## src/rtl/mips_ctrl_pkg.sv

```systemverilog
// Shared encodings for the multi-cycle MIPS control path: opcodes, FSM states,
// ALU/PC select codes and the bundled control word.
package mips_ctrl_pkg;

  localparam logic [5:0] OP_RTYPE = 6'b000000;
  localparam logic [5:0] OP_LW    = 6'b100011;
  localparam logic [5:0] OP_SW    = 6'b101011;
  localparam logic [5:0] OP_BEQ   = 6'b000100;
  localparam logic [5:0] OP_J     = 6'b000010;
  localparam logic [5:0] OP_ADDI  = 6'b001000;

  localparam logic [1:0] ALUOP_ADD   = 2'b00;
  localparam logic [1:0] ALUOP_SUB   = 2'b01;
  localparam logic [1:0] ALUOP_FUNCT = 2'b10;

  localparam logic [1:0] ALUSRCB_B     = 2'b00;
  localparam logic [1:0] ALUSRCB_FOUR  = 2'b01;
  localparam logic [1:0] ALUSRCB_IMM   = 2'b10;
  localparam logic [1:0] ALUSRCB_IMMSH = 2'b11;

  localparam logic [1:0] PCSRC_ALU    = 2'b00;
  localparam logic [1:0] PCSRC_ALUOUT = 2'b01;
  localparam logic [1:0] PCSRC_JUMP   = 2'b10;

  typedef enum logic [3:0] {
    S_FETCH  = 4'd0,
    S_DECODE = 4'd1,
    S_MEMADR = 4'd2,
    S_MEMRD  = 4'd3,
    S_MEMWB  = 4'd4,
    S_MEMWR  = 4'd5,
    S_RDEXEC = 4'd6,
    S_RDWB   = 4'd7,
    S_BRANCH = 4'd8,
    S_JUMP   = 4'd9,
    S_ADDIEX = 4'd10,
    S_ADDIWB = 4'd11
  } state_t;

  typedef struct packed {
    logic       pcwrite;
    logic       pcwritecond;
    logic       iord;
    logic       memread;
    logic       memwrite;
    logic       irwrite;
    logic       memtoreg;
    logic       regdst;
    logic       regwrite;
    logic       alusrca;
    logic [1:0] alusrcb;
    logic [1:0] aluop;
    logic [1:0] pcsource;
    logic       instr_done;
    logic       illegal_op;
    logic       mem_timeout;
  } ctrl_t;

  // States that own the memory port and may stall on mem_ready.
  function automatic logic is_mem_state(state_t s);
    return (s == S_FETCH) || (s == S_MEMRD) || (s == S_MEMWR);
  endfunction

  function automatic logic op_supported(logic [5:0] op);
    return (op == OP_RTYPE) || (op == OP_LW) || (op == OP_SW) ||
           (op == OP_BEQ) || (op == OP_J) || (op == OP_ADDI);
  endfunction

endpackage

```

## src/rtl/multicycle_ctrl_decode.sv

```systemverilog
// Combinational state-to-control map with mem_ready gating, abort suppression
// and reset force-to-zero.
module multicycle_ctrl_decode
  import mips_ctrl_pkg::*;
(
  input  logic   i_rst,
  input  state_t i_state,
  input  logic   i_mem_ready,
  input  logic   i_illegal,
  input  logic   i_timeout,
  output ctrl_t  o_ctrl
);

  always_comb begin
    o_ctrl = '0;
    case (i_state)
      S_FETCH: begin
        o_ctrl.memread = 1'b1;
        o_ctrl.alusrcb = ALUSRCB_FOUR;
        o_ctrl.irwrite = i_mem_ready;
        o_ctrl.pcwrite = i_mem_ready;
      end
      S_DECODE: begin
        o_ctrl.alusrcb    = ALUSRCB_IMMSH;
        o_ctrl.illegal_op = i_illegal;
      end
      S_MEMADR: begin
        o_ctrl.alusrca = 1'b1;
        o_ctrl.alusrcb = ALUSRCB_IMM;
      end
      S_MEMRD: begin
        o_ctrl.memread = 1'b1;
        o_ctrl.iord    = 1'b1;
      end
      S_MEMWB: begin
        o_ctrl.regwrite   = 1'b1;
        o_ctrl.memtoreg   = 1'b1;
        o_ctrl.instr_done = 1'b1;
      end
      S_MEMWR: begin
        o_ctrl.memwrite   = 1'b1;
        o_ctrl.iord       = 1'b1;
        o_ctrl.instr_done = i_mem_ready;
      end
      S_RDEXEC: begin
        o_ctrl.alusrca = 1'b1;
        o_ctrl.aluop   = ALUOP_FUNCT;
      end
      S_RDWB: begin
        o_ctrl.regwrite   = 1'b1;
        o_ctrl.regdst     = 1'b1;
        o_ctrl.instr_done = 1'b1;
      end
      S_BRANCH: begin
        o_ctrl.alusrca     = 1'b1;
        o_ctrl.aluop       = ALUOP_SUB;
        o_ctrl.pcwritecond = 1'b1;
        o_ctrl.pcsource    = PCSRC_ALUOUT;
        o_ctrl.instr_done  = 1'b1;
      end
      S_JUMP: begin
        o_ctrl.pcwrite    = 1'b1;
        o_ctrl.pcsource   = PCSRC_JUMP;
        o_ctrl.instr_done = 1'b1;
      end
      S_ADDIEX: begin
        o_ctrl.alusrca = 1'b1;
        o_ctrl.alusrcb = ALUSRCB_IMM;
      end
      S_ADDIWB: begin
        o_ctrl.regwrite   = 1'b1;
        o_ctrl.instr_done = 1'b1;
      end
      default: ;
    endcase
    // An aborted wait must leave architectural state untouched.
    if (i_timeout) begin
      o_ctrl.pcwrite     = 1'b0;
      o_ctrl.pcwritecond = 1'b0;
      o_ctrl.irwrite     = 1'b0;
      o_ctrl.regwrite    = 1'b0;
      o_ctrl.memwrite    = 1'b0;
      o_ctrl.mem_timeout = 1'b1;
    end
    if (i_rst) o_ctrl = '0;
  end

endmodule

```

## src/rtl/multicycle_control_fsm.sv

```systemverilog
// Multi-cycle MIPS sequencing controller: state register, next-state logic
// and memory wait counter; output map lives in multicycle_ctrl_decode.
module multicycle_control_fsm
  import mips_ctrl_pkg::*;
#(
  parameter int MEM_WAIT_MAX = 0,
  parameter int WAIT_CNT_W   = 8
) (
  input  logic       clk,
  input  logic       rst,
  input  logic [5:0] op,
  input  logic       mem_ready,
  output logic       pcwrite,
  output logic       pcwritecond,
  output logic       iord,
  output logic       memread,
  output logic       memwrite,
  output logic       irwrite,
  output logic       memtoreg,
  output logic       regdst,
  output logic       regwrite,
  output logic       alusrca,
  output logic [1:0] alusrcb,
  output logic [1:0] aluop,
  output logic [1:0] pcsource,
  output logic       instr_done,
  output logic       illegal_op,
  output logic       mem_timeout,
  output logic [3:0] state
);

  localparam logic [WAIT_CNT_W-1:0] LP_WAIT_MAX = WAIT_CNT_W'(MEM_WAIT_MAX);
  localparam logic [WAIT_CNT_W-1:0] LP_ONE      = WAIT_CNT_W'(1);

  state_t                r_state;
  state_t                w_next;
  logic [WAIT_CNT_W-1:0] r_wait_cnt;
  logic                  w_mem_state;
  logic                  w_timeout;
  logic                  w_illegal;
  ctrl_t                 w_ctrl;

  assign w_mem_state = is_mem_state(r_state);
  assign w_timeout   = (MEM_WAIT_MAX != 0) && w_mem_state && !mem_ready &&
                       (r_wait_cnt == LP_WAIT_MAX);
  assign w_illegal   = !op_supported(op);

  always_comb begin
    w_next = S_FETCH;
    case (r_state)
      S_FETCH:  w_next = mem_ready ? S_DECODE : S_FETCH;
      S_DECODE: begin
        case (op)
          OP_LW, OP_SW: w_next = S_MEMADR;
          OP_RTYPE:     w_next = S_RDEXEC;
          OP_BEQ:       w_next = S_BRANCH;
          OP_J:         w_next = S_JUMP;
          OP_ADDI:      w_next = S_ADDIEX;
          default:      w_next = S_FETCH;
        endcase
      end
      S_MEMADR: w_next = (op == OP_SW) ? S_MEMWR : S_MEMRD;
      S_MEMRD:  w_next = mem_ready ? S_MEMWB : S_MEMRD;
      S_MEMWR:  w_next = mem_ready ? S_FETCH : S_MEMWR;
      S_RDEXEC: w_next = S_RDWB;
      S_ADDIEX: w_next = S_ADDIWB;
      default:  w_next = S_FETCH;
    endcase
    if (w_timeout) w_next = S_FETCH;
  end

  // Any state change (or a timeout re-entering FETCH) is an entry, which
  // restarts the wait count; only a stalled memory state accumulates.
  always_ff @(posedge clk) begin
    if (rst) begin
      r_state    <= S_FETCH;
      r_wait_cnt <= '0;
    end else begin
      r_state <= w_next;
      if ((w_next != r_state) || w_timeout) begin
        r_wait_cnt <= '0;
      end else if (w_mem_state && !mem_ready && (r_wait_cnt != '1)) begin
        r_wait_cnt <= r_wait_cnt + LP_ONE;
      end
    end
  end

  multicycle_ctrl_decode u_decode (
    .i_rst       (rst),
    .i_state     (r_state),
    .i_mem_ready (mem_ready),
    .i_illegal   (w_illegal),
    .i_timeout   (w_timeout),
    .o_ctrl      (w_ctrl)
  );

  assign pcwrite     = w_ctrl.pcwrite;
  assign pcwritecond = w_ctrl.pcwritecond;
  assign iord        = w_ctrl.iord;
  assign memread     = w_ctrl.memread;
  assign memwrite    = w_ctrl.memwrite;
  assign irwrite     = w_ctrl.irwrite;
  assign memtoreg    = w_ctrl.memtoreg;
  assign regdst      = w_ctrl.regdst;
  assign regwrite    = w_ctrl.regwrite;
  assign alusrca     = w_ctrl.alusrca;
  assign alusrcb     = w_ctrl.alusrcb;
  assign aluop       = w_ctrl.aluop;
  assign pcsource    = w_ctrl.pcsource;
  assign instr_done  = w_ctrl.instr_done;
  assign illegal_op  = w_ctrl.illegal_op;
  assign mem_timeout = w_ctrl.mem_timeout;
  assign state       = rst ? 4'(S_FETCH) : 4'(r_state);

endmodule

```

## config.mk

```make
export PLATFORM = sky130hd
export DESIGN_NAME = multicycle_control_fsm
export DESIGN_NICKNAME = d
export VERILOG_FILES = /design/src/rtl/mips_ctrl_pkg.sv /design/src/rtl/multicycle_ctrl_decode.sv /design/src/rtl/multicycle_control_fsm.sv
export SDC_FILE = /design/constraint.sdc
export NUM_CORES = 1
export LEC_CHECK = 0
export ABC_AREA = 1
export CORE_MARGIN = 3
export CORE_UTILIZATION = 38
export CTS_CLUSTER_SIZE = 20
export DETAILED_ROUTE_END_ITERATION = 6
export PLACE_DENSITY = 0.84
export SKIP_LAST_GASP = 1
export SLEW_MARGIN = 20
export SYNTH_ARGS = -nofsm -noshare
export SYNTH_HDL_FRONTEND = slang
export SYNTH_SLANG_ARGS = --single-unit
export TNS_END_PERCENT = 20
```

## constraint.sdc

```tcl
create_clock -name clk -period 1.7 [get_ports clk]
set_input_delay 0.51 -clock clk [delete_from_list [all_inputs] [get_ports clk]]
set_output_delay 0.51 -clock clk [all_outputs]
set_load 0.01 [all_outputs]
```

==> reports/results.tsv <==
metric	value	unit
CP Data Arrival Time	1.41	ns
VDD IR max	0.3579	mV
register bit count reported by yosys	4	
nets@finish	197	
WS Path Type	reg2out	
count of buffers from port buffering	30	
Critical Path RT	1.19	ns
pre-CTS setup slack	-0.8900	ns
vias in the first global route	898	
Max-cap violations	0	
Synth Area per Inst	4.963	sq um
pin count of the biggest net entering global routing	17	
Reg-to-Reg Start	r_state[3]	
DPL Wire Length	1849	microns
Design Area, Final	1212	sq um
Post-Synthesis Cells	120	
Hold Path Stages	6	
CP Launch Type	register	
TritonCTS clock tree	built	
top flop regs	r_state x4	
via-per-instance ratio	5.174	
Initial DRT Pass Iterations	4	
CTS Root Cell	clkbuf_4	
Initial Util	0.4308	
initial antenna violation count	0	
Tightest Hold Check Type	in2reg	
WP buf/inv	2	
final number of setup-violating endpoints	20	
layout cells sized above 1	0.5538	
dominant cells by area after synthesis	nor2_1, nand2_1, dfxtp_1	
core area	1383	sq um
# rows	13	
CP Capture Type	primary output	
Achievable Freq	520.5	MHz
number of synthesized flops with an enable pin	0	
initial drt markers	46	
Total Routing Usage GR	0.2617	
r2r worst-path depth	10	
clk buf depth	2	
chip width	45.59	microns
commonest register cell after synthesis	dfxtp_1	
PwrDens	297.5	nW/um^2
WL final	2969	microns
grt total ovfl	0	
fin worst setup slack	-0.2211	ns
H-Tree Depth	1	
chain of cells forming the critical path	nor2_4 -> buf_4 -> nand3_2 -> nor2_1 -> clkdlybuf4s15_2	
Leakage	0.6928	nW
Mapped Nets	129	
die height	45.59	microns
synthesis-to-finish area growth	103.6	%
Post-CTS Hold Fix Bufs	0	
R2R Path End	r_state[2]	
Post-Place Cell Area	1080	sq um
Hold EP	r_state[2]	
Ys Warns	0	
run status	finished, violations left	
failing checks	negative setup slack	
Clock Latency Late Sink	0.23	ns
CP top delay family	simple AND/OR/NAND/NOR gates	
Final Cycle Share	1.130	
Placer Congestion	0.8491	
hold slack	0.7329	ns
routed len/inst	14.77	microns
CTS sink cnt	4	
ys async rst share	0	
Layout Skew	0.001553	ns
flop-to-flop setup slack	0.30	ns
Post-Syn Area	595.6	sq um
Core Util, Final	0.8769	
cell taking the most area after synthesis	nor2_1	
Largest register FFs	4	
Worst Hold Launch	op[4]	
detailed-route DRC error count	0	
crit-path max cell delay	0.35	ns
RSZ-0062 raised after global routing	true	
top cell type's share of synthesized area	0.1954	
Commonest cells post-synth	nor2_1, nand2_1, inv_1	
area of the die	2078	sq um
Max FO, Critical Path	4	
Antenna Violating Nets Remaining	0	
CTS Buf Count	3	
n_diodes	0	
Clock Pin Slew Worst Setup and Hold Paths	0.03	ns
Netlist cell types	19	
Top reg by flops	r_state	
Crit-path slowest cell	dfxtp_4	
first-pass GRT wire length	3850	microns
Vias	1040	
register area share after synthesis	0.1345	
dominant cell by count in the synthesized netlist	nor2_1	
minimum clock period	1.921	ns
Fin. Hold Viols	0	
pins over their slew limit	0	
Ports	32	
[per-stage QoR]
stage               power, mW  instances  setup TNS (ns)
floorplan              0.1578        120               0
global placement       0.2307        186          -14.69
detailed placement     0.2356        186          -15.30
CTS                    0.3478        193          -2.446
global route           0.3790        201          -2.814
finish                 0.3607        201          -1.823
[routing by layer]
metal	GRT usage	vias up	share of wire
li1	-	499	-
met1	0.2712	482	0.40
met2	0.4680	51	0.52
met3	0.04348	8	0.061
met4	0.1813	0	0.019
met5	0	-	0
[area by class of cell]
class,count,area (sq um)
Clock buffer,3,22.52
Tap cell,15,18.77
Timing Repair Buffer,67,493.0
Inverter,19,78.83
Multi-Input combinational cell,93,504.2
Sequential cell,4,95.09
Fill cell,80,170.2
[worst register-to-register path, stage by stage (launching register included)]
cell and delay [ns]:
dfxtp_4 0.35, nor2_4 0.16, buf_6 0.14, inv_4 0.04, buf_4 0.12, buf_4 0.12, nor2_2 0.13, nand3_1 0.09
nand2_1 0.08, nor2_1 0.04, nor2_1 0.07
[cell usage in the layout (no fill, tap or decap)]
cell type	synthesis	layout
nor2_1	31	25
nor3_1	2	2
nand2_4	0	3
conb_1	1	1
inv_2	7	6
dfxtp_4	0	4
nand3_1	9	7
clkdlybuf4s15_1	0	3
a31oi_1	2	2
and2_4	0	1
a21oi_2	0	2
clkbuf_4	0	3
clkbuf_2	0	12
inv_4	0	3
buf_4	2	33
buf_2	0	7
nand2_1	29	22
a21oi_1	7	5
nor2_2	1	5
nor2_4	2	4
dlygate4sd2_1	0	6
o22ai_2	0	1
nand2_2	6	10
clkdlybuf4s15_2	0	2
inv_1	11	10
nor3_2	1	1
buf_6	0	4
nand3_2	0	2
[worst max path at each step]
stage               slack (ns)         end       start  depth (start not counted)
global placement         -0.83  illegal_op       op[4]                          7
floorplan                 0.11    aluop[0]         rst                          3
finish                   -0.22     irwrite  r_state[3]                          5
global route             -0.25     irwrite  r_state[3]                          5
CTS                      -0.21  illegal_op       op[5]                          7
detailed placement       -0.89  illegal_op       op[2]                          7
[kinds of logic after synthesis]
kind of cell / Yosys count / share of synthesized area
AO/OA/AOI/OAI: 10 / 0.09033
buffers and inverters: 23 / 0.1597
flip-flops: 4 / 0.1345
other: 1 / 0.006296
AND/OR/NAND/NOR: 82 / 0.6092
[power breakdown]
part	total, mW	internal [mW]	switching (mW)
Combinational	0.149	0.0658	0.0830
Clock	0.115	0.0788	0.0365
Sequential	0.0966	0.0919	0.00469
[repair_timing]
item / in CTS / in global routing
resized for setup: 63 / 59
pin swaps: 4 / 11
endpoints found under the hold margin: 0 / 0
setup endpoints to repair: 22 / 21
setup buffers: 4 / 8
Note: power is estimated with default switching activity, not from simulation.
